## config.mk

```make
export PLATFORM = sky130hd
export DESIGN_NAME = axis_frame_receiver
export DESIGN_NICKNAME = d
export VERILOG_FILES = /design/src/rtl/ldpc_axis_pkg.sv /design/src/rtl/axis_skid_buffer.sv /design/src/rtl/axis_frame_receiver.sv
export SDC_FILE = /design/constraint.sdc
export NUM_CORES = 1
export LEC_CHECK = 0
export CAP_MARGIN = 15
export CORE_AREA = 2 2 142 109
export CTS_CLUSTER_DIAMETER = 120
export DETAILED_ROUTE_END_ITERATION = 10
export DIE_AREA = 0 0 144 111
export HOLD_SLACK_MARGIN = 0.03
export PLACE_DENSITY = 0.83
export RECOVER_POWER = 100
export SYNTH_ARGS = -nofsm -noshare
export SYNTH_HDL_FRONTEND = slang
export SYNTH_SLANG_ARGS = --single-unit
export TNS_END_PERCENT = 1
```

## constraint.sdc

```tcl
create_clock -name aclk -period 9.1 [get_ports aclk]
set_input_delay 1.365 -clock aclk [delete_from_list [all_inputs] [get_ports aclk]]
set_output_delay 1.365 -clock aclk [all_outputs]
set_load 0.1 [all_outputs]
```

## src/rtl/ldpc_axis_pkg.sv

```systemverilog
// ldpc_axis_pkg: stat_err bit positions, receiver FSM states and a popcount helper
// shared by the LDPC decoder ingress/egress AXI-Stream blocks.
package ldpc_axis_pkg;
   localparam int ERR_KEEP_GAP  = 0;
   localparam int ERR_KEEP_ZERO = 1;
   localparam int ERR_OVERLEN   = 2;
   typedef enum logic [1:0] {S_IDLE, S_IN_FRAME, S_STAT} rx_state_e;
   function automatic logic [15:0] popcount(input logic [127:0] v);
      popcount = '0;
      for (int i = 0; i < 128; i++) popcount = popcount + 16'(v[i]);
   endfunction
endpackage

```

## src/rtl/axis_skid_buffer.sv

```systemverilog
// axis_skid_buffer: 2-entry AXI-Stream register slice with registered s_ready,
// 1-cycle latency and full throughput.
module axis_skid_buffer #(
   parameter int DATA_WIDTH = 64
) (
   input  logic                    aclk,
   input  logic                    aresetn,
   input  logic                    s_valid,
   output logic                    s_ready,
   input  logic [DATA_WIDTH-1:0]   s_data,
   input  logic [DATA_WIDTH/8-1:0] s_keep,
   input  logic                    s_last,
   output logic                    m_valid,
   input  logic                    m_ready,
   output logic [DATA_WIDTH-1:0]   m_data,
   output logic [DATA_WIDTH/8-1:0] m_keep,
   output logic                    m_last
);
   logic                    sk_valid;
   logic [DATA_WIDTH-1:0]   sk_data;
   logic [DATA_WIDTH/8-1:0] sk_keep;
   logic                    sk_last;
   logic                    in_fire, out_en;
   assign in_fire = s_valid && s_ready;
   assign out_en  = !m_valid || m_ready;
   // s_ready is only low while the skid entry is occupied, so in_fire never
   // coincides with a skid drain
   always_ff @(posedge aclk or negedge aresetn)
      if (!aresetn) begin
         s_ready  <= 1'b0;
         m_valid  <= 1'b0;
         m_data   <= '0;
         m_keep   <= '0;
         m_last   <= 1'b0;
         sk_valid <= 1'b0;
         sk_data  <= '0;
         sk_keep  <= '0;
         sk_last  <= 1'b0;
      end else if (out_en) begin
         m_valid  <= sk_valid || in_fire;
         if (sk_valid) {m_data, m_keep, m_last} <= {sk_data, sk_keep, sk_last};
         else if (in_fire) {m_data, m_keep, m_last} <= {s_data, s_keep, s_last};
         sk_valid <= 1'b0;
         s_ready  <= 1'b1;
      end else if (in_fire) begin
         {sk_data, sk_keep, sk_last} <= {s_data, s_keep, s_last};
         sk_valid <= 1'b1;
         s_ready  <= 1'b0;
      end
endmodule

```

## src/rtl/axis_frame_receiver.sv

```systemverilog
// axis_frame_receiver: AXIS ingress endpoint that forwards frames through a skid
// buffer, measures byte length, checks tkeep framing and emits one descriptor per frame.
module axis_frame_receiver
   import ldpc_axis_pkg::*;
#(
   parameter int DATA_WIDTH = 64,
   parameter int MAX_BYTES  = 1056,
   parameter int LEN_WIDTH  = 16
) (
   input  logic                    aclk,
   input  logic                    aresetn,
   input  logic                    s_axis_tvalid,
   output logic                    s_axis_tready,
   input  logic [DATA_WIDTH-1:0]   s_axis_tdata,
   input  logic [DATA_WIDTH/8-1:0] s_axis_tkeep,
   input  logic                    s_axis_tlast,
   output logic                    m_axis_tvalid,
   input  logic                    m_axis_tready,
   output logic [DATA_WIDTH-1:0]   m_axis_tdata,
   output logic [DATA_WIDTH/8-1:0] m_axis_tkeep,
   output logic                    m_axis_tlast,
   output logic                    stat_valid,
   input  logic                    stat_ready,
   output logic [LEN_WIDTH-1:0]    stat_len,
   output logic [2:0]              stat_err
);
   localparam int KW = DATA_WIDTH / 8;
   localparam logic [LEN_WIDTH:0] MAX_L = (LEN_WIDTH + 1)'(MAX_BYTES);
   rx_state_e            state, state_n;
   logic [LEN_WIDTH-1:0] cnt;
   logic [LEN_WIDTH:0]   sum;
   logic [2:0]           err, beat_err;
   logic                 skid_ready, in_stat, accept;
   assign in_stat       = state == S_STAT;
   assign s_axis_tready = skid_ready && !in_stat;
   assign accept        = s_axis_tvalid && s_axis_tready;
   assign sum           = {1'b0, cnt} + (LEN_WIDTH + 1)'(popcount(128'(s_axis_tkeep)));
   // contiguous LSB-aligned masks have no carry gap: k & (k+1) == 0
   assign beat_err[ERR_KEEP_GAP]  = |(s_axis_tkeep & (s_axis_tkeep + KW'(1)));
   assign beat_err[ERR_KEEP_ZERO] = s_axis_tkeep == '0;
   assign beat_err[ERR_OVERLEN]   = sum > MAX_L;
   axis_skid_buffer #(.DATA_WIDTH(DATA_WIDTH)) u_skid (
      .aclk    (aclk),
      .aresetn (aresetn),
      .s_valid (s_axis_tvalid && !in_stat),
      .s_ready (skid_ready),
      .s_data  (s_axis_tdata),
      .s_keep  (s_axis_tkeep),
      .s_last  (s_axis_tlast),
      .m_valid (m_axis_tvalid),
      .m_ready (m_axis_tready),
      .m_data  (m_axis_tdata),
      .m_keep  (m_axis_tkeep),
      .m_last  (m_axis_tlast)
   );
   always_comb begin
      state_n    = state;
      stat_valid = in_stat;
      stat_len   = in_stat ? cnt : '0;
      stat_err   = in_stat ? err : '0;
      case (state)
         S_IDLE:     if (accept) state_n = s_axis_tlast ? S_STAT : S_IN_FRAME;
         S_IN_FRAME: if (accept && s_axis_tlast) state_n = S_STAT;
         S_STAT:     if (stat_ready) state_n = S_IDLE;
         default:    state_n = S_IDLE;
      endcase
   end
   always_ff @(posedge aclk or negedge aresetn)
      if (!aresetn) begin
         state <= S_IDLE;
         cnt   <= '0;
         err   <= '0;
      end else begin
         state <= state_n;
         if (in_stat && stat_ready) begin
            cnt <= '0;
            err <= '0;
         end else if (accept) begin
            cnt <= sum[LEN_WIDTH] ? '1 : sum[LEN_WIDTH-1:0];
            err <= err | beat_err;
         end
      end
endmodule

```

==> flow_summary.ini, run 1 <==
[run_status]
outcome = finished, violations left
violations = max-capacitance violations, max-slew violations

[run]
drv_cap = 4

[route]
drc = 0
viasPerCell = 5.50
drt_iter0_markers = 436
postRouteAntennaNets = 0
vias = 5866
totalWireLength_um = 18400
dr.pass1.iters = 5
avgRoutedWirePerCell_um = 17.2

[sta]
rsz0062_at_grt = no
slew_viol_final = 325
whs_ns = 0.466
hold_violations = 0
fin_ws_ns = 2.64
skew_ns = 0.0104
worst_pin_slew_ns = 4.90
max_slew_margin_pct = -227
fmax_ghz = 0.155
fin_setup_tns_ns = 0
timing.final.crit_period_ns = 6.46
finalCritPeriodShare_pct = 70.9
finalSetupViolations = 0

[synthesis]
synth_most_common_cell = dfrtp_1
syn_nets = 791
synth_top_area_cell = dfrtp_1
yosysSeqAreaShare_pct = 54.1
netlist_instances = 699
syn_area_per_cell_um2 = 11.2
yosys_warnings = 0
ys.flop_type = dfrtp_1
ys_types = 47
ys_ff_latch = 170
synth_area_um2 = 7860
async_flop_share_pct = 100
synth_area_leaders = dfrtp_1 54%, mux2i_1 9.4%, mux2_2 9.3%
synth_top_area_share_pct = 54.1
synth-edff-count = 0
synth_common_cells = 170 x dfrtp_1, 90 x nor2_1, 87 x a21oi_1

[critical_path]
crit_fanout = 100
worst_setup_path_end_kind = register
cp-start-kind = input port
crit_arrival_ns = 6.77
path_class = input port to register
required_ns = 9.42

[place]
gp_congestion = 0.879
pre_cts_slack_ns = 3.41
dp_hpwl_um = 12300
port_buffers = 172

[floorplanning]
die_y_um = 111
dieArea_um2 = 16000
row_count = 39
die_w_um = 144
ios = 173
initial_core_util_pct = 53.1
core-area_um2 = 14800

[cts]
cts_sinks = 170
clk_pin_slew_ns = 0.06
cts_resized = 0
clock_path_buffers = 2
clock_latency_ns = 0.42
postCtsSetupBuffers = 0
htreeDepth = 4
cts_root_buf = clkbuf_16
holdBufCountCts = 0
tritoncts = yes
numCtsBuffers = 17

[worst_hold_path]
hp-class = register to register

[global_routing]
grt_pass1_wl_um = 29700
grt-ovfl-total = 0
grt_max_degree = 101
antenna_found_initial = 0
track_usage_pct = 23.7
grt_pass1_vias = 5887

[cells_and_area]
final_util_pct = 68.9
fin_nets = 940
drive_gt1_share_pct = 12.5
n_antenna_cell = 0
syn_to_final_growth_pct = 29.6
fillCellCount = 1095
per-layer routing:
metal  global-route usage, %  vias up  share of wire [%]
li1                        -     2746                  -
met3                    5.49       25                6.2
met5                       0        -                  0
met1                    33.2     2891                 45
met2                    37.4      204                 47
met4                    6.73        0                1.5
flip-flops by register name, indices dropped and copies added (netlist names):
| signal | flops |
|---|---|
| u_skid.m_valid | 1 |
| u_skid.sk_data | 64 |
| u_skid.m_keep | 8 |
| u_skid.sk_keep | 8 |
| state | 2 |
| u_skid.sk_valid | 1 |
| cnt | 16 |
| u_skid.s_ready | 1 |
| err | 3 |
| u_skid.sk_last | 1 |
| u_skid.m_data | 64 |
| u_skid.m_last | 1 |
cells in the final DEF (no fill, tap or decap), drive strengths merged:
cell type / count
o21ai: 19
and3: 5
clkinvlp: 1
inv: 22
a211o: 1
a31oi: 10
dlygate4sd3: 98
a311oi: 1
nand3b: 1
o221a: 3
o31ai: 1
nor3: 10
nand3: 13
clkdlybuf4s50: 73
o22ai: 2
nor3b: 1
mux2i: 74
or2: 2
xnor2: 4
a32oi: 1
nor2: 91
clkinv: 4
a2111oi: 3
fa: 5
mux2: 65
buf: 2
clkbuf: 22
nand4: 1
o211a: 1
o32ai: 1
nand2b: 2
dfrtp: 170
nor2b: 2
nand2: 24
nor4: 2
a211oi: 2
a2111o: 1
and2: 24
a21oi: 88
ha: 9
kinds of logic after synthesis:
family	Yosys count	share of synthesized area (%)
buffers and inverters	60	3.30
and+or+nand+nor	178	10.7
muxes	139	18.7
AOI/OAI and AO/OA	134	9.92
adders and majority gates	14	2.71
xor gates and xnor gates	4	0.446
DFF	170	54.1
stage by stage:
| stage | area, um2 | instances |
|---|---|---|
| finish | 10200 | 1066 |
| global route | 10200 | 1066 |
| CTS | 10200 | 1066 |
| detailed placement | 9680 | 1034 |
| global placement | 9680 | 1034 |
| floorplan | 7860 | 699 |
cell type report:
class | count | area, um2 | area share (%)
Timing Repair Buffer | 175 | 1740 | 17.0
Sequential cell | 170 | 4260 | 41.8
Inverter | 15 | 56.3 | 0.553
Tap cell | 205 | 256 | 2.52
Clock inverter | 12 | 103 | 1.01
Multi-Input combinational cell | 469 | 3310 | 32.5
Clock buffer | 20 | 467 | 4.58
path summary, 6_finish.rpt:
| kind | to | start | slack, ns | cells past startpoint |
|---|---|---|---|---|
| max in group asynchronous | u_skid.sk_valid | aresetn | 3.39 | 2 |
| worst max-delay path | u_skid.m_keep[3] | s_axis_tvalid | 2.64 | 7 |
| min in group asynchronous | u_skid.sk_data[48] | aresetn | 2.70 | 1 |
| worst min register to register | state[0] | state[1] | 0.47 | 1 |
| worst min-delay path | state[0] | state[1] | 0.47 | 1 |
| worst max register to register | u_skid.m_keep[3] | state[1] | 3.49 | 7 |
critical path, stage by stage:
cell and delay, ns:
dlygate4sd3_1 0.54, and3_1 0.53, nor2_1 0.15, nor2_1 2.13, clkbuf_2 1.61, nor2_1 0.13, a21oi_1 0.20
Power of run 1 is not shown: default switching activity piles up to over one toggle a cycle in this logic, so the estimate is an artifact.
==> inputs of run 2 (changes only) <==
CORE_AREA = 2 2 147 113   (was 2 2 142 109)
DIE_AREA = 0 0 149 115   (was 0 0 144 111)
PLACE_DENSITY = 0.77   (was 0.83)
clock period = 6.6 ns   (was 9.1 ns; I/O delays follow)
==> run 2 against run 1 <==
  * Largest cell class unchanged
  * Cell area increased by 0.86%
  * Global-route usage decreased by 0.74 points
  * Non-clock buffer count increased by 1
  * The run still ends with max-capacitance violations, max-slew violations left
  * Critical path depth increased by 6
  * Setup slack got worse by 1.5 ns
  * Register-to-register slack got worse by 1.6 ns
  * Core utilization decreased by 3.5 points
==> flow_summary.ini, run 2 (synthesized netlist as in run 1, its figures left out) <==
[floorplanning]
die_w_um = 149
row_count = 40
ios = 173
die_y_um = 115
core-area_um2 = 15700
dieArea_um2 = 17100
initial_core_util_pct = 50.0

[cells_and_area]
layout_common_cells = 169 x dfrtp_1, 98 x dlygate4sd3_1, 89 x nor2_1
mostFrequentLayoutCell = dfrtp_1
top_regs = u_skid.m_data x64, u_skid.sk_data x64, cnt x16
fin_nets = 941
stdcell_area_um2 = 10300
final_util_pct = 65.4
n_antenna_cell = 0
syn_to_final_growth_pct = 30.7
drive_gt1_share_pct = 12.8

[critical_path]
critical_path.most_common_cell = fa_1
slowest_delay_ns = 0.65
cp-start-kind = input port
crit_arrival_ns = 5.77
crit_slowest_cell = dlygate4sd3_1
rr_worst_depth = 8
required_ns = 6.93
path_class = input port to register
crit_chain = dlygate4sd3_1 -> fa_1 -> inv_1 -> fa_1 -> fa_1 -> fa_1 -> inv_1 -> fa_1 -> nand3_1 -> a2111oi_4 -> nand4_1 -> and2_0 -> a311oi_1
worst_setup_path_end_kind = register
crit_fanout = 15

[place]
place_area_um2 = 9690
port_buffers = 172
dp_hpwl_um = 12800
gp_congestion = 0.823

[sta]
whs_ns = 0.471
fin_setup_tns_ns = 0
max_slew_margin_pct = -144
slew_viol_final = 227
timing.final.crit_period_ns = 5.44
finalSetupViolations = 0
rsz0062_at_grt = no
fmax_ghz = 0.184
finalCritPeriodShare_pct = 82.4
hold_violations = 0
worst_pin_slew_ns = 3.66
skew_ns = 0.0132

[route]
drt_iter0_markers = 365
dr.pass1.iters = 5
viasPerCell = 5.48
vias = 5874
avgRoutedWirePerCell_um = 17.6
totalWireLength_um = 18800
postRouteAntennaNets = 0
drc = 0

[cts]
cts_resized = 0
tritoncts = yes
clk_pin_slew_ns = 0.07
cts_root_buf = clkbuf_16
htreeDepth = 4
clock_latency_ns = 0.43
clock_path_buffers = 2
holdBufCountCts = 0
numCtsBuffers = 17
postCtsSetupBuffers = 0
cts_sinks = 170

[global_routing]
grt_pass1_wl_um = 30800
track_usage_pct = 23.0
grt_max_degree = 103
grt_pass1_vias = 6034
antenna_found_initial = 0
grt-ovfl-total = 0

[run]
drv_cap = 3

[run_status]
violations = max-capacitance violations, max-slew violations
outcome = finished, violations left

[worst_hold_path]
whs_path_depth = 1
hp-class = register to register
-- run 2: metal layers --
metal / wire, um / up-vias / track usage (%)
li1: - / 2745 / -
met5: 0 / - / 0
met4: 497 / 0 / 9.08
met2: 8950 / 203 / 36.4
met3: 1140 / 35 / 5.32
met1: 8250 / 2891 / 31.1
-- run 2: layout make-up --
cell class / count / area [um2]
fillers: 1216 / 5440
flip-flops and latches: 170 / 4260
multi-input cells: 469 / 3320
repair buffers: 176 / 1750
clock buffers: 17 / 425
well taps: 210 / 263
clock inverters: 15 / 204
inverters: 15 / 56.3
-- run 2: path summary, 6_finish.rpt --
path | to | startpoint | slack [ns]
max | cnt[7] | s_axis_tkeep[1] | 1.16
min | state[0] | state[1] | 0.47
min in group asynchronous | u_skid.m_data[22] | aresetn | 0.66
min reg2reg | state[0] | state[1] | 0.47
max in group asynchronous | u_skid.sk_data[23] | aresetn | 1.87
max reg2reg | u_skid.m_keep[4] | state[1] | 1.85
-- run 2: critical path, delay by kind of cell --
family | cells | cell delay (ns)
adders and majority gates | 5 | 2.07
and+or+nand+nor | 3 | 1.25
AOI/OAI and AO/OA | 2 | 0.67
buffers and inverters | 3 | 0.78
-- run 2: metrics by stage --
stage,setup WS (ns),cells
after floorplan,2.25,699
after global placement,1.44,1040
after detailed placement,1.32,1040
after CTS,1.79,1072
after global routing,0.900,1072
final,1.16,1072
Power of run 2 is left out for the same reason.
==> inputs of run 3 (changes only) <==
clock period = 5.2 ns   (was 6.6 ns; I/O delays follow)
==> run 3 against run 2 <==
  * The flow still finishes with violations (max-capacitance violations, max-slew violations)
  * First-iteration DRC count decreased by 17%
  * Flip-flop and latch count unchanged
  * Critical path depth increased by 1
  * Non-clock buffer count increased by 1
  * Largest cell class unchanged
  * Highest routed layer unchanged
==> flow_summary.ini, run 3 (synthesized netlist as in run 1, its figures left out) <==
[run_status]
outcome = finished, violations left
violations = max-capacitance violations, max-slew violations

[sta]
fin_setup_tns_ns = 0
worst_pin_slew_ns = 3.88
slew_viol_final = 171
finalSetupViolations = 0
hold_violations = 0
skew_ns = 0.00898
fmax_ghz = 0.211
max_slew_margin_pct = -159
finalCritPeriodShare_pct = 91.2
rsz0062_at_grt = no
timing.final.crit_period_ns = 4.74

[place]
port_buffers = 172
dp_hpwl_um = 12600
gp_congestion = 0.855

[cts]
clock_latency_ns = 0.42
clk_pin_slew_ns = 0.06
cts_root_buf = clkbuf_16
clock_path_buffers = 2
htreeDepth = 4
postCtsSetupBuffers = 0
cts_sinks = 170
cts_resized = 0
tritoncts = yes
holdBufCountCts = 0
numCtsBuffers = 17

[critical_path]
path_class = input port to register
crit_chain = dlygate4sd3_1 -> fa_1 -> inv_1 -> fa_1 -> fa_1 -> fa_1 -> inv_1 -> fa_1 -> nand3_1 -> a2111oi_4 -> nand4_4 -> and2_0 -> nand2_1 -> o221a_1
timing.rr.start = cnt[0]
crit_arrival_ns = 5.09
worst_setup_path_end_kind = register
crit_path_start = s_axis_tkeep[1]
slowest_delay_ns = 0.65
required_ns = 5.55
critical_path.most_common_cell = fa_1
crit_fanout = 8
cp-start-kind = input port
crit_slowest_cell = dlygate4sd3_1

[route]
drt_iter0_markers = 303
viasPerCell = 5.39
avgRoutedWirePerCell_um = 17.2
postRouteAntennaNets = 0
drc = 0
dr.max_layer_used = met4
wl_met3_um = 952
vias = 5772
dr.pass1.iters = 4
dr_wl_met2_um = 8790
totalWireLength_um = 18400
wl_met1_um = 8340

[global_routing]
antenna_found_initial = 0
grt_pass1_wl_um = 29600
grt_pass1_vias = 5852
track_usage_pct = 22.2
grt_max_degree = 90
grt-ovfl-total = 0

[floorplanning]
die_w_um = 149
core-area_um2 = 15700
row_count = 40
initial_core_util_pct = 50.0
ios = 173
die_y_um = 115
dieArea_um2 = 17100

[cells_and_area]
drive_gt1_share_pct = 12.8
syn_to_final_growth_pct = 30.4
fin_nets = 942
n_antenna_cell = 0
layout_common_cells = 169 x dfrtp_1, 98 x dlygate4sd3_1, 90 x nor2_1
fillCellCount = 1245
mostFrequentLayoutCell = dfrtp_1
top_regs = u_skid.m_data x64, u_skid.sk_data x64, cnt x16

[worst_hold_path]
hp-class = register to register
worstHoldStart = state[1]

[run]
drv_cap = 2
-- run 3: changes by cell type in the layout (fill, tap and decap cells not counted), moves of 2 or more --
cell / previous run / this run
clkinvlp_4: 0 / 2
clkinv_2: 1 / 3
inv_8: 2 / 0
clkbuf_2: 0 / 2
inv_6: 7 / 2
clkbuf_8: 0 / 2
-- run 3: final timing paths --
kind | slack (ns) | end | cells after the start
max reg2reg | 1.59 | cnt[5] | 12
min in group asynchronous | 1.85 | u_skid.m_data[23] | 1
max | 0.46 | cnt[5] | 14
max in group asynchronous | 1.15 | u_skid.sk_data[51] | 1
min | 0.46 | state[0] | 1
min reg2reg | 0.46 | state[0] | 1
-- run 3: critical path: cells and delay by family --
kind / cells / cell delay (ns)
fa+ha+maj: 5 / 2.06
simple gates: 4 / 0.81
buf+inv: 3 / 0.78
compound gates: 2 / 0.67
-- run 3: stage by stage --
stage | hold slack, ns | instance area [um2] | util (%) | setup slack (ns) | cells
2_1_floorplan | 0.427 | 7860 | - | 1.06 | 699
3_3_place_gp | 0.440 | 9710 | 61.8 | 0.329 | 1041
3_5_place_dp | 0.465 | 9710 | 61.8 | 0.240 | 1041
4_1_cts | 0.442 | 10300 | 65.4 | 0.667 | 1071
5_1_grt | 0.501 | 10200 | 65.2 | 0.240 | 1071
6_report | 0.462 | 10200 | 65.2 | 0.459 | 1071
-- run 3: routing by layer --
| metal | up-vias | global-route usage [%] |
|---|---|---|
| li1 | 2751 | - |
| met1 | 2826 | 29.9 |
| met2 | 172 | 35.6 |
| met3 | 23 | 4.60 |
| met4 | 0 | 8.89 |
| met5 | - | 0 |
-- run 3: final cells by class --
class	instances	area, um2	area share [%]
inverters	15	56.3	0.549
flip-flops and latches	170	4260	41.5
clock buffers	20	457	4.46
well taps	210	263	2.56
repair buffers	177	1760	17.2
clock inverters	10	116	1.14
multi-input cells	469	3340	32.6
Power of run 3 is left out for the same reason.
